$ cat src/rtl/ps2_host_tx.sv
// PS/2 host-to-device transmitter: inhibit, request-to-send, shift on
// device falling edges, ACK check, timeout; open-drain line enables.
module ps2_host_tx #(
  parameter int INHIBIT_CYCLES = 800,
  parameter int TIMEOUT_CYCLES = 120000,
  parameter int FILTER_LEN     = 8
) (
  input  logic       clk,
  input  logic       rstn,
  input  logic [7:0] tx_data,
  input  logic       tx_start,
  output logic       tx_busy,
  output logic       tx_done,
  output logic       tx_err,
  output logic       rx_inhibit,
  input  logic       ps2c_i,
  input  logic       ps2d_i,
  output logic       ps2c_oe,
  output logic       ps2d_oe
);

  localparam int IW = $clog2(INHIBIT_CYCLES + 1);
  localparam int TW = $clog2(TIMEOUT_CYCLES + 1);
  localparam int FW = $clog2(FILTER_LEN + 1);

  localparam logic [IW-1:0] INH_LAST = IW'(INHIBIT_CYCLES - 1);
  localparam logic [TW-1:0] TO_LAST  = TW'(TIMEOUT_CYCLES - 1);
  localparam logic [FW-1:0] FLT_LAST = FW'(FILTER_LEN - 1);

  typedef enum logic [2:0] {
    S_IDLE,
    S_INHIBIT,
    S_REQ,
    S_SHIFT,
    S_ACK,
    S_WAIT
  } state_t;

  state_t state, state_nxt;

  logic          c_s1, c_s2, d_s1, d_s2;
  logic          c_filt;
  logic [FW-1:0] fcnt;
  logic          fe;

  logic [7:0]    shreg;
  logic          par;
  logic [3:0]    bitcnt;
  logic          dout;
  logic          ack_ok;
  logic [IW-1:0] inh_cnt;
  logic [TW-1:0] to_cnt;
  logic          done_q, err_q;

  logic accept, inh_last, active, to_hit, bus_idle;

  // Sync flops idle high so reset never fakes a falling edge.
  always_ff @(posedge clk or negedge rstn) begin
    if (!rstn) begin
      c_s1 <= 1'b1;
      c_s2 <= 1'b1;
      d_s1 <= 1'b1;
      d_s2 <= 1'b1;
    end else begin
      c_s1 <= ps2c_i;
      c_s2 <= c_s1;
      d_s1 <= ps2d_i;
      d_s2 <= d_s1;
    end
  end

  always_ff @(posedge clk or negedge rstn) begin
    if (!rstn) begin
      c_filt <= 1'b1;
      fcnt   <= '0;
    end else if (c_s2 == c_filt) begin
      fcnt <= '0;
    end else if (fcnt == FLT_LAST) begin
      c_filt <= c_s2;
      fcnt   <= '0;
    end else begin
      fcnt <= fcnt + 1'b1;
    end
  end

  assign fe = c_filt & ~c_s2 & (fcnt == FLT_LAST);

  // A request landing on the done/err cycle is dropped on purpose.
  assign accept   = (state == S_IDLE) & tx_start & ~done_q & ~err_q;
  assign inh_last = (inh_cnt == INH_LAST);
  assign active   = (state == S_REQ) | (state == S_SHIFT) |
                    (state == S_ACK) | (state == S_WAIT);
  assign to_hit   = active & ~fe & (to_cnt == TO_LAST);
  assign bus_idle = c_filt & d_s2;

  always_ff @(posedge clk or negedge rstn) begin
    if (!rstn) state <= S_IDLE;
    else       state <= state_nxt;
  end

  always_comb begin
    state_nxt = state;
    unique case (state)
      S_IDLE:
        if (accept) state_nxt = S_INHIBIT;
      S_INHIBIT:
        if (inh_last) state_nxt = S_REQ;
      S_REQ:
        if (to_hit)  state_nxt = S_IDLE;
        else if (fe) state_nxt = S_SHIFT;
      S_SHIFT:
        if (to_hit)                       state_nxt = S_IDLE;
        else if (fe && bitcnt == 4'd9)    state_nxt = S_ACK;
      S_ACK:
        if (to_hit)  state_nxt = S_IDLE;
        else if (fe) state_nxt = S_WAIT;
      S_WAIT:
        if (to_hit || bus_idle) state_nxt = S_IDLE;
      default:
        state_nxt = S_IDLE;
    endcase
  end

  always_ff @(posedge clk or negedge rstn) begin
    if (!rstn) begin
      shreg   <= '0;
      par     <= 1'b0;
      bitcnt  <= '0;
      dout    <= 1'b0;
      ack_ok  <= 1'b0;
      inh_cnt <= '0;
      to_cnt  <= '0;
      done_q  <= 1'b0;
      err_q   <= 1'b0;
    end else begin
      done_q <= 1'b0;
      err_q  <= 1'b0;
      if (active) to_cnt <= fe ? '0 : to_cnt + 1'b1;
      case (state)
        S_IDLE: begin
          if (accept) begin
            shreg   <= tx_data;
            par     <= ~^tx_data;
            bitcnt  <= '0;
            inh_cnt <= '0;
            dout    <= 1'b0;
          end
        end
        S_INHIBIT: begin
          inh_cnt <= inh_cnt + 1'b1;
          if (inh_last) begin
            dout   <= 1'b1;
            to_cnt <= '0;
          end
        end
        S_REQ: begin
          if (to_hit) begin
            dout  <= 1'b0;
            err_q <= 1'b1;
          end else if (fe) begin
            dout   <= ~shreg[0];
            bitcnt <= 4'd1;
          end
        end
        S_SHIFT: begin
          if (to_hit) begin
            dout  <= 1'b0;
            err_q <= 1'b1;
          end else if (fe) begin
            unique case (1'b1)
              (bitcnt < 4'd8): begin
                dout   <= ~shreg[bitcnt[2:0]];
                bitcnt <= bitcnt + 1'b1;
              end
              (bitcnt == 4'd8): begin
                dout   <= ~par;
                bitcnt <= 4'd9;
              end
              default: begin
                dout   <= 1'b0;
                bitcnt <= 4'd10;
              end
            endcase
          end
        end
        S_ACK: begin
          if (to_hit)  err_q  <= 1'b1;
          else if (fe) ack_ok <= ~d_s2;
        end
        S_WAIT: begin
          if (to_hit) begin
            err_q <= 1'b1;
          end else if (bus_idle) begin
            done_q <= ack_ok;
            err_q  <= ~ack_ok;
          end
        end
        default: dout <= 1'b0;
      endcase
    end
  end

  always_comb begin
    ps2c_oe    = (state == S_INHIBIT);
    ps2d_oe    = dout;
    tx_busy    = (state != S_IDLE);
    rx_inhibit = (state != S_IDLE);
    tx_done    = done_q;
    tx_err     = err_q;
  end

endmodule

$ cat config.mk
export PLATFORM = sky130hd
export DESIGN_NAME = ps2_host_tx
export DESIGN_NICKNAME = d
export VERILOG_FILES = /design/src/rtl/ps2_host_tx.sv
export SDC_FILE = /design/constraint.sdc
export NUM_CORES = 1
export LEC_CHECK = 0
export ABC_AREA = 1
export BUFFER_PORTS_ARGS = -buffer_cell sky130_fd_sc_hd__buf_2
export CELL_PAD_IN_SITES_DETAIL_PLACEMENT = 1
export CELL_PAD_IN_SITES_GLOBAL_PLACEMENT = 1
export CORE_MARGIN = 4
export CORE_UTILIZATION = 49
export CTS_CLUSTER_SIZE = 30
export DETAILED_ROUTE_END_ITERATION = 8
export GPL_ROUTABILITY_DRIVEN = 0
export GPL_TIMING_DRIVEN = 0
export PLACE_DENSITY_LB_ADDON = 0.1
export SYNTH_ARGS = -nofsm -noshare
export SYNTH_HDL_FRONTEND = slang
export SYNTH_SLANG_ARGS = --single-unit
export TNS_END_PERCENT = 10
$ cat constraint.sdc
create_clock -name clk -period 3.3 [get_ports clk]
set_input_delay 0.33 -clock clk [delete_from_list [all_inputs] [get_ports clk]]
set_output_delay 0.33 -clock clk [all_outputs]
set_load 0.01 [all_outputs]
; Word level (Yosys, flattened, before mapping)
; Cells that the tools add are included.
[totals]
out_inout_bits = 6
word_cells = 125
ff_bits = 56
inputBits = 13
[classes]
mux = 42
reduce_logical = 16
eq_ne = 22
addsub = 4
n_bitwise = 23
magnitude_cmp = 2
[op_table]
columns = cell, n
row1 = $mux 17, 4
row2 = $mux 4, 7
row3 = $mux 3, 9
row4 = $pmux 10 s2, 1
row5 = $pmux 3 s6, 1
row6 = $add 17x1->17 const B, 1
row7 = $eq 17x17->1 const B, 1
row8 = $mux 1, 13
row9 = $not 1->1, 12
row10 = $pmux 4 s3, 1
row11 = $reduce_and 6->1, 2
row12 = $add 10x1->10 const B, 1
row13 = $eq 10x10->1 const B, 1
row14 = $mux 10, 1
row15 = $ne 2x2->1 const B, 5
row16 = $ne 3x3->1 const B, 3
row17 = $add 4x1->4 const B, 2
row18 = $and 1x1->1, 8
row19 = $eq 4x4->1 const B, 2
row20 = $pmux 4 s2, 1
row21 = $reduce_xnor 8->1, 1
row22 = $eq 3x2->1 const B, 2
row23 = $eq 3x3->1 const B, 2
row24 = $reduce_and 2->1, 3
row25 = other kinds (20), 25

; Logic depth before layout (Yosys ltp)
; Gate-level depths: netlist of run 1.
[logic_depth]
ltp_word = 9
ltp_mapped = 14
depth_no_buf = 13

; Worst setup path after synthesis of run 1
; OpenSTA, ideal clock, no wires.
[synth_timing]
path_kind = reg-to-reg
from = register c_s2
to = register state[2]
stages_incl_launch_ff = 14
setup_slack_ns = 1.506
required_time_ns = 3.183
setup_ns = 0.117
arrival_time_ns = 1.677
path_buffers = 1
synth_period_minus_slack_ns = 1.794
path_cell_list = dfstp_2 inv_1 ha_1 nand2_1 nand2_2 inv_2 nand3_2 buf_6 nand3_1 nand2_2 nor2_4 nand2_2 nand2_1 nand2_1
[synth_between]
elab_chain_len = 9
word_cells_on_any_way = 17
cone_classes = eq/ne: 4 / mux: 4 / bitwise: 6 / reduce/logical: 3
[synth_rtl]
columns = element, line
row1 = start: declaration, 41  ; logic c_s1, c_s2, d_s1, d_s2;
row2 = start signal: assignment, 66  ; c_s2 <= c_s1;
row3 = $not 1->1 *, 86  ; assign fe = c_filt & ~c_s2 & (fcnt == FLT_LAST);
row4 = $and 1x1->1 * (2 in series), 86
row5 = $not 1->1, 93  ; assign to_hit = active & ~fe & (to_cnt == TO_LAST);
row6 = $and 1x1->1 (2 in series), 93
row7 = $logic_or 1x1->1, 118  ; if (to_hit || bus_idle) state_nxt = S_IDLE;
row8 = $ne 2x1->1 (no line), n/a
row9 = $reduce_and 6->1 (no line), n/a
row10 = end signal: assignment, 98  ; else state <= state_nxt;
row11 = end: declaration, 39  ; state_t state, state_nxt;
; Mark *: on every way between the ends. The rest lies on a longest branch, timed or not.
; A chain may end at the register's enable or synchronous reset.

; Worst setup path after layout of run 1
[layout_timing]
from = register fcnt[0]
to = register state[1]
[layout_between]
elab_chain_len = 8
word_cells_on_any_way = 16
cone_classes = eq/ne: 5 / mux: 4 / bitwise: 4 / reduce/logical: 3
[layout_rtl]
columns = element, line
row1 = start: declaration, 43  ; logic [FW-1:0] fcnt;
row2 = start signal: assignment, 82  ; fcnt <= fcnt + 1'b1;
row3 = $eq 4x3->1 *, 86
row4 = $and 1x1->1 *, 86
row5 = $not 1->1, 93
row6 = $and 1x1->1 (2 in series), 93
row7 = $logic_or 1x1->1, 118
row8 = $ne 2x1->1 (no line), n/a
row9 = $reduce_and 6->1 (no line), n/a
; Marked as above.

==> run_summary.xml, run 1 <==
<?xml version="1.0" encoding="UTF-8"?>
<metrics>
  <group name="sta">
    <metric name="fin_hold_ws" unit="ns">0.0509</metric>
    <metric name="report.final.hold_viol_count" unit="">0</metric>
    <metric name="setup_viol_count_final" unit="">0</metric>
    <metric name="max_slew_margin" unit="%">52.5</metric>
    <metric name="fin_setup_tns" unit="ns">0</metric>
    <metric name="post-route-period-util" unit="%">65.7</metric>
    <metric name="maxClockFrequency" unit="GHz">0.461</metric>
    <metric name="drv_slew" unit="">0</metric>
    <metric name="rsz0062_at_grt" unit="">false</metric>
    <metric name="skew" unit="ns">0.00784</metric>
    <metric name="layout_min_cycle_time" unit="ns">2.17</metric>
    <metric name="worst_margin_slew" unit="ns">0.712</metric>
  </group>
  <group name="clocking">
    <metric name="cts_root_buf" unit="">clkbuf_8</metric>
    <metric name="cts_post_setup_buffers_inserted" unit="">0</metric>
    <metric name="cts_made_buffers" unit="">5</metric>
    <metric name="clock_latency" unit="ns">0.32</metric>
    <metric name="cts_buffer_depth" unit="">2</metric>
    <metric name="cts_tree" unit="">done</metric>
    <metric name="cts-hold-fix-buffers" unit="">0</metric>
    <metric name="cts_htree_levels" unit="">2</metric>
    <metric name="cts_resized" unit="">0</metric>
    <metric name="clkSinkCount" unit="">56</metric>
    <metric name="cts.reportedPaths.clkPinSlew" unit="ns">0.10</metric>
  </group>
  <group name="floorplan">
    <metric name="starting_density_of_the_core" unit="%">50.7</metric>
    <metric name="die_height" unit="um">86.5</metric>
    <metric name="fp.dieW" unit="um">86.5</metric>
    <metric name="fp-row-count" unit="">28</metric>
    <metric name="floorplan.core_area" unit="um2">5960</metric>
    <metric name="floorplan.die_area" unit="um2">7480</metric>
    <metric name="ioPinCount" unit="">19</metric>
  </group>
  <group name="layout">
    <metric name="nNetsFinal" unit="">427</metric>
    <metric name="share_of_cells_above_drive_strength_1" unit="%">12.5</metric>
    <metric name="antenna_cells" unit="">0</metric>
    <metric name="layout.cells.most_common_list" unit="">nand2_1, dfrtp_1, inv_1, nand3_1, nor2_1</metric>
    <metric name="mostFrequentLayoutCell" unit="">nand2_1</metric>
    <metric name="fillerInstances" unit="">777</metric>
    <metric name="multiInputGateArea" unit="um2">1420</metric>
    <metric name="area.growth.synth_to_final" unit="%">10.2</metric>
    <metric name="layout.cells.non_filler" unit="">483</metric>
    <metric name="final_util" unit="%">55.9</metric>
    <metric name="sequential_standard_cell_area" unit="um2">1410</metric>
  </group>
  <group name="detailed_routing">
    <metric name="drtIter0Drc" unit="">133</metric>
    <metric name="remaining_drc_errors" unit="">0</metric>
    <metric name="detailroute.via_count" unit="">2645</metric>
    <metric name="first_pass_iters" unit="">4</metric>
    <metric name="viasPerCell" unit="">5.48</metric>
    <metric name="detail_route.wirelength" unit="um">7410</metric>
    <metric name="wire_per_inst" unit="um">15.3</metric>
    <metric name="final_antenna_net_count" unit="">0</metric>
  </group>
  <group name="power">
    <metric name="cellPowerDensity" unit="nW/um2">731</metric>
    <metric name="total_power" unit="mW">2.43</metric>
    <metric name="power_leakage" unit="nW">1.58</metric>
    <metric name="ir_worst_vdd" unit="uV">360</metric>
  </group>
  <group name="logic_synthesis">
    <metric name="synth_cell_type_count" unit="">36</metric>
    <metric name="yosys_register_bits" unit="">56</metric>
    <metric name="post_synth.cell_area_avg" unit="um2">7.90</metric>
    <metric name="portion_of_synthesized_cell_area_occupied_by_the_leading_cell_type" unit="%">42.3</metric>
    <metric name="yosysSeqAreaShare" unit="%">46.6</metric>
    <metric name="postSynthCellCount" unit="">382</metric>
    <metric name="synth_top_cell_by_area" unit="">dfrtp_1</metric>
    <metric name="netlist_top_cells_area" unit="">dfrtp_1, nand2_1, nand3_1</metric>
    <metric name="warning_count_from_the_yosys_run" unit="">0</metric>
    <metric name="syn-num-nets" unit="">402</metric>
    <metric name="post_synth_design_cell_area" unit="um2">3020</metric>
  </group>
  <group name="global_route">
    <metric name="maximum_number_of_pins_on_one_net_before_global_route_repair" unit="">57</metric>
    <metric name="global_route.usage.total" unit="%">22.0</metric>
    <metric name="final_global_route_overflow_total" unit="">0</metric>
    <metric name="grt_first_pass_wirelength" unit="um">13100</metric>
    <metric name="grt_pass1_vias" unit="">2790</metric>
    <metric name="antenna_found_initial" unit="">0</metric>
  </group>
  <group name="critical_path">
    <metric name="cp.buffers_inverters" unit="">2</metric>
    <metric name="path_class" unit="">reg -&gt; reg</metric>
    <metric name="worst-endpoint-required" unit="ns">3.51</metric>
    <metric name="timing.critical_path.cells" unit="">ha_1 -&gt; nand2_1 -&gt; nor2_1 -&gt; nand2_1 -&gt; nand2_2 -&gt; inv_2 -&gt; nand3_2 -&gt; buf_6 -&gt; nand3_1 -&gt; nand2_2 -&gt; nor2_4 -&gt; nand2_2 -&gt; nand2_1 -&gt; nand2_1</metric>
    <metric name="worst-path-max-fanout" unit="">10</metric>
    <metric name="cell_at_the_slowest_stage_of_the_critical_path" unit="">dfrtp_1</metric>
    <metric name="crit_top_cell" unit="">nand2_1</metric>
    <metric name="cpLargestDelayFamily" unit="">simple AND/OR/NAND/NOR gates</metric>
    <metric name="slowest_delay" unit="ns">0.42</metric>
    <metric name="worst_ep_arrival_time" unit="ns">2.38</metric>
    <metric name="worst_setup_start_kind" unit="">flip-flop</metric>
    <metric name="worstSetupEndpointType" unit="">flip-flop</metric>
  </group>
  <group name="run">
    <metric name="maxCapViolCount" unit="">0</metric>
  </group>
  <group name="status">
    <metric name="status" unit="">complete, no violations</metric>
  </group>
  <group name="placement">
    <metric name="place_inst" unit="">475</metric>
    <metric name="hpwl" unit="um">5390</metric>
    <metric name="io_buffers" unit="">18</metric>
  </group>
  <group name="hold_path">
    <metric name="min_path_type" unit="">in -&gt; async</metric>
  </group>
</metrics>
area by class of cell:
type | instances | area share, %
Multi-Input combinational cell | 277 | 42.6
Sequential cell | 56 | 42.3
Inverter | 45 | 5.08
Tap cell | 75 | 2.82
Timing Repair Buffer | 18 | 2.78
Clock buffer | 6 | 2.48
Clock inverter | 2 | 1.17
Buffer | 4 | 0.790
power by group:
part	leakage (nW)	switching (mW)	total, mW	internal [mW]
clock network	0.0614	0.233	0.482	0.249
logic	0.783	0.635	0.956	0.320
registers	0.733	0.145	0.993	0.849
total	1.58	1.01	2.43	1.42
worst paths after layout:
path,start,end,slack [ns],cells past startpoint
setup / recovery,fcnt[0],state[1],1.13,14
hold / removal,rstn,inh_cnt[8],0.05,1
setup reg to reg,fcnt[0],state[1],1.13,14
hold reg to reg,c_s1,c_s2,0.37,0
max in group asynchronous,rstn,to_cnt[9],2.77,1
min in group clk,ps2d_i,d_s1,0.10,1
metrics by stage:
step                setup WS, ns  cell area [um2]
floorplan                   1.51             3020
global placement            1.21             3200
detailed placement          1.18             3200
CTS                         1.12             3320
global route               0.860             3330
finish                      1.13             3330
Yosys cell counts:
library cell,instances
nor3_2,1
dfrtp_1,51
buf_4,1
a21oi_4,1
nand2_1,95
a2bb2oi_1,1
o22ai_1,1
nor2_4,2
nor2_1,38
xnor2_1,7
o31ai_1,1
nand3_1,40
a221oi_1,1
a32oi_1,2
clkbuf_1,2
o211ai_1,1
nor3_1,9
nand4_1,8
nand2_2,6
o21ai_1,1
a21oi_1,17
a31oi_1,3
inv_2,3
a31oi_2,1
buf_6,1
o21ai_0,22
o21bai_1,1
nand3b_1,1
ha_1,7
nor2_2,2
xor2_1,5
a22oi_1,1
nand3_2,2
clkinv_1,2
dfstp_2,5
inv_1,40
state kept, by name (all words and copies together), names as in the netlist:
signal   flops
c_filt       1
c_s1         1
tx_done      1
c_s2         1
inh_cnt     10
ack_ok       1
bitcnt       4
state        3
shreg        8
d_s2         1
par          1
fcnt         4
to_cnt      17
tx_err       1
ps2d_oe      1
d_s1         1
logic make-up (layout without fill, tap and decap cells):
logic type | count (synthesis) | in the layout | synth area share [%]
buffers and inverters | 49 | 75 | 6.47
XOR/XNOR | 12 | 12 | 3.48
AO/OA/AOI/OAI | 54 | 54 | 10.6
AND/OR/NAND/NOR | 204 | 204 | 30.0
flip-flops | 56 | 56 | 46.6
adder cells (fa/ha/maj) | 7 | 7 | 2.90
metal layers:
| metal | vias to the layer above | global-route usage, % | wire length [um] |
|---|---|---|---|
| li1 | 1301 | - | - |
| met1 | 1296 | 29.8 | 3450 |
| met2 | 40 | 37.0 | 3640 |
| met3 | 8 | 3.71 | 241 |
| met4 | 0 | 4.96 | 78 |
| met5 | - | 0 | 0 |
No activity file was read; power rests on OpenSTA's default activity.
==> inputs of run 2 (changes only) <==
--- a/config.mk
+++ b/config.mk
@@ -5,12 +5,12 @@
 export SDC_FILE = /design/constraint.sdc
 export NUM_CORES = 1
 export LEC_CHECK = 0
-export ABC_AREA = 1
+export ABC_AREA = 0
 export BUFFER_PORTS_ARGS = -buffer_cell sky130_fd_sc_hd__buf_2
 export CELL_PAD_IN_SITES_DETAIL_PLACEMENT = 1
 export CELL_PAD_IN_SITES_GLOBAL_PLACEMENT = 1
 export CORE_MARGIN = 4
-export CORE_UTILIZATION = 49
+export CORE_UTILIZATION = 44
 export CTS_CLUSTER_SIZE = 30
 export DETAILED_ROUTE_END_ITERATION = 8
 export GPL_ROUTABILITY_DRIVEN = 0
==> constraint.sdc (replaced) <==
create_clock -name clk -period 1.95 [get_ports clk]
set_input_delay 0.195 -clock clk [delete_from_list [all_inputs] [get_ports clk]]
set_output_delay 0.195 -clock clk [all_outputs]
set_load 0.01 [all_outputs]
==> run_summary.xml, run 2 <==
<?xml version="1.0" encoding="UTF-8"?>
<metrics>
  <group name="status">
    <metric name="status" unit="">complete, no violations</metric>
  </group>
  <group name="logic_synthesis">
    <metric name="synth_top_cell_by_area" unit="">dfrtp_1</metric>
    <metric name="most_repeated_cell_in_the_gate_level_netlist_after_synthesis" unit="">dfrtp_1</metric>
    <metric name="yosys_register_bits" unit="">56</metric>
    <metric name="post_synth_mux_area_share" unit="%">5.99</metric>
    <metric name="portion_of_synthesized_cell_area_occupied_by_the_leading_cell_type" unit="%">41.0</metric>
    <metric name="syn-num-nets" unit="">316</metric>
    <metric name="ys_top_cells_by_count" unit="">dfrtp_1, nor2_1, nand2_1</metric>
    <metric name="synthArstFlopShare" unit="%">100</metric>
    <metric name="synth_cell_type_count" unit="">63</metric>
    <metric name="post_synth_xor_area_fraction" unit="%">5.59</metric>
    <metric name="synth-edff-count" unit="">0</metric>
    <metric name="combinational_family_with_the_most_area_after_synthesis" unit="">simple AND/OR/NAND/NOR gates</metric>
    <metric name="post_synth_design_cell_area" unit="um2">3110</metric>
    <metric name="postSynthCellCount" unit="">296</metric>
    <metric name="yosysSeqAreaShare" unit="%">45.2</metric>
    <metric name="synthSimpleGateAreaFrac" unit="%">24.4</metric>
    <metric name="synth_compound_area_share" unit="%">13.8</metric>
    <metric name="synth_top_flop_cell" unit="">dfrtp_1</metric>
    <metric name="synth_fa_ha_area_share" unit="%">2.81</metric>
    <metric name="warning_count_from_the_yosys_run" unit="">0</metric>
    <metric name="netlist_top_cells_area" unit="">dfrtp_1, dfstp_2, xnor2_1</metric>
    <metric name="post_synth.cell_area_avg" unit="um2">10.5</metric>
  </group>
  <group name="layout">
    <metric name="reg_top3" unit="">to_cnt (17), inh_cnt (10), shreg (8)</metric>
    <metric name="final_util" unit="%">52.1</metric>
    <metric name="layout.cells.most_common_list" unit="">dfrtp_1, nor2_1, nand2_1, buf_2, o21ai_0</metric>
    <metric name="fillerInstances" unit="">762</metric>
    <metric name="area.growth.synth_to_final" unit="%">14.3</metric>
    <metric name="top_register" unit="">to_cnt</metric>
    <metric name="share_of_cells_above_drive_strength_1" unit="%">25.0</metric>
    <metric name="mostFrequentLayoutCell" unit="">dfrtp_1</metric>
    <metric name="nNetsFinal" unit="">347</metric>
    <metric name="largest_reg_flops" unit="">17</metric>
    <metric name="final_cell_area" unit="um2">3560</metric>
    <metric name="antenna_cells" unit="">0</metric>
  </group>
  <group name="sta">
    <metric name="drv_slew" unit="">0</metric>
    <metric name="layout_min_cycle_time" unit="ns">1.89</metric>
    <metric name="rsz0062_at_grt" unit="">true</metric>
    <metric name="skew" unit="ns">0.0151</metric>
    <metric name="fin_hold_ws" unit="ns">0.141</metric>
    <metric name="maxClockFrequency" unit="GHz">0.528</metric>
    <metric name="report.final.hold_viol_count" unit="">0</metric>
    <metric name="setup_viol_count_final" unit="">0</metric>
    <metric name="final.setup.worst_slack" unit="ns">0.0557</metric>
    <metric name="max_slew_margin" unit="%">50.1</metric>
    <metric name="post-route-period-util" unit="%">97.1</metric>
    <metric name="worst_margin_slew" unit="ns">0.744</metric>
  </group>
  <group name="placement">
    <metric name="dpl_worst_slack" unit="ns">-0.211</metric>
    <metric name="io_buffers" unit="">18</metric>
    <metric name="placedInstanceArea" unit="um2">3320</metric>
    <metric name="hpwl" unit="um">5030</metric>
  </group>
  <group name="critical_path">
    <metric name="worst_ep_arrival_time" unit="ns">2.09</metric>
    <metric name="worst_setup_start_kind" unit="">flip-flop</metric>
    <metric name="cp.buffers_inverters" unit="">1</metric>
    <metric name="timing.critical_path.cells" unit="">ha_2 -&gt; and4b_1 -&gt; buf_6 -&gt; mux2i_4 -&gt; nor2_2 -&gt; o31ai_2 -&gt; a32o_1</metric>
    <metric name="cell_at_the_slowest_stage_of_the_critical_path" unit="">dfstp_2</metric>
    <metric name="setup.reg_to_reg.worst_slack" unit="ns">0.06</metric>
    <metric name="path_class" unit="">reg -&gt; reg</metric>
    <metric name="worst-endpoint-required" unit="ns">2.15</metric>
    <metric name="worst-path-max-fanout" unit="">8</metric>
    <metric name="cpLargestDelayFamily" unit="">flip-flops</metric>
    <metric name="slowest_delay" unit="ns">0.56</metric>
    <metric name="worstSetupEndpointType" unit="">flip-flop</metric>
  </group>
  <group name="detailed_routing">
    <metric name="drtIter0Drc" unit="">57</metric>
    <metric name="detail_route.wirelength" unit="um">6990</metric>
    <metric name="first_pass_iters" unit="">4</metric>
    <metric name="final_antenna_net_count" unit="">0</metric>
    <metric name="wire_per_inst" unit="um">16.5</metric>
    <metric name="detailroute.via_count" unit="">2359</metric>
    <metric name="viasPerCell" unit="">5.56</metric>
    <metric name="remaining_drc_errors" unit="">0</metric>
  </group>
  <group name="global_route">
    <metric name="maximum_number_of_pins_on_one_net_before_global_route_repair" unit="">57</metric>
    <metric name="antenna_found_initial" unit="">0</metric>
    <metric name="grt_pass1_vias" unit="">2417</metric>
    <metric name="global_route.usage.total" unit="%">17.7</metric>
    <metric name="grt_first_pass_wirelength" unit="um">12000</metric>
    <metric name="final_global_route_overflow_total" unit="">0</metric>
  </group>
  <group name="clocking">
    <metric name="cts_root_buf" unit="">clkbuf_8</metric>
    <metric name="cts.reportedPaths.clkPinSlew" unit="ns">0.10</metric>
    <metric name="cts_htree_levels" unit="">2</metric>
    <metric name="cts_tree" unit="">done</metric>
    <metric name="clkSinkCount" unit="">56</metric>
    <metric name="cts_made_buffers" unit="">5</metric>
    <metric name="cts_buffer_depth" unit="">2</metric>
    <metric name="clock_latency" unit="ns">0.31</metric>
  </group>
  <group name="run">
    <metric name="maxCapViolCount" unit="">0</metric>
  </group>
  <group name="floorplan">
    <metric name="fp-row-count" unit="">30</metric>
    <metric name="die_height" unit="um">92.1</metric>
    <metric name="ioPinCount" unit="">19</metric>
    <metric name="floorplan.core_area" unit="um2">6830</metric>
    <metric name="fp.dieW" unit="um">92.1</metric>
    <metric name="starting_density_of_the_core" unit="%">45.6</metric>
    <metric name="floorplan.die_area" unit="um2">8480</metric>
  </group>
  <group name="power">
    <metric name="total_power" unit="mW">4.23</metric>
    <metric name="cellPowerDensity" unit="nW/um2">1190</metric>
    <metric name="ir_worst_vdd" unit="uV">574</metric>
    <metric name="power_leakage" unit="nW">1.50</metric>
  </group>
  <group name="hold_path">
    <metric name="min_path_type" unit="">in -&gt; reg</metric>
  </group>
</metrics>
-- run 2: path summary, 6_finish.rpt --
path                       startpoint          to  depth (start not counted)
setup / recovery               c_filt   bitcnt[2]                          7
hold / removal             tx_data[4]    shreg[4]                          2
setup reg to reg               c_filt   bitcnt[2]                          7
hold reg to reg                  c_s1        c_s2                          0
max in group asynchronous        rstn  inh_cnt[1]                          2
min in group asynchronous        rstn     fcnt[0]                          2
-- run 2: layout make-up --
type / count / area [um2] / share of cell area (%)
Timing Repair Buffer: 24 / 158 / 4.43
Clock buffer: 8 / 90.1 / 2.53
Sequential cell: 56 / 1410 / 39.6
Multi-Input combinational cell: 227 / 1710 / 48.0
Tap cell: 96 / 120 / 3.38
Buffer: 8 / 56.3 / 1.58
Inverter: 5 / 18.8 / 0.528
-- run 2: kinds of logic after synthesis --
logic type / Yosys count
multiplexers: 15
XOR/XNOR: 19
flip-flops: 56
AND/OR/NAND/NOR: 126
buffers and inverters: 13
AO/OA/AOI/OAI: 60
adder cells (fa/ha/maj): 7
-- run 2: per-stage QoR --
step,std cells,TNS [ns]
finish,424,0
floorplan,296,0
global placement,410,-2.15
global route,424,-0.119
detailed placement,410,-2.08
CTS,421,-0.0250
-- run 2: power breakdown --
group / switching [mW] / internal [mW]
combinational: 1.05 / 0.816
sequential: 0.271 / 1.44
clock: 0.369 / 0.291
total: 1.69 / 2.55
-- run 2: metal layers --
metal / global-route usage, % / part of all wire, % / vias to the layer above / routed length, um
met2: 30.2 / 51 / 28 / 3580
li1: - / - / 1146 / -
met5: 0 / 0 / - / 0
met3: 2.71 / 1.9 / 5 / 132
met1: 23.5 / 46 / 1180 / 3220
met4: 4.33 / 0.84 / 0 / 59
-- run 2: what timing repair did --
item | 4_1_cts | 5_1_grt
hold buffers | 2 | 1
endpoints found under the hold margin | 2 | 29
setup endpoints to repair | 17 | 34
buffers inserted | 1 | 2
gates resized for setup | 8 | 8
gates cloned | 0 | 0
pin swaps | 1 | 3
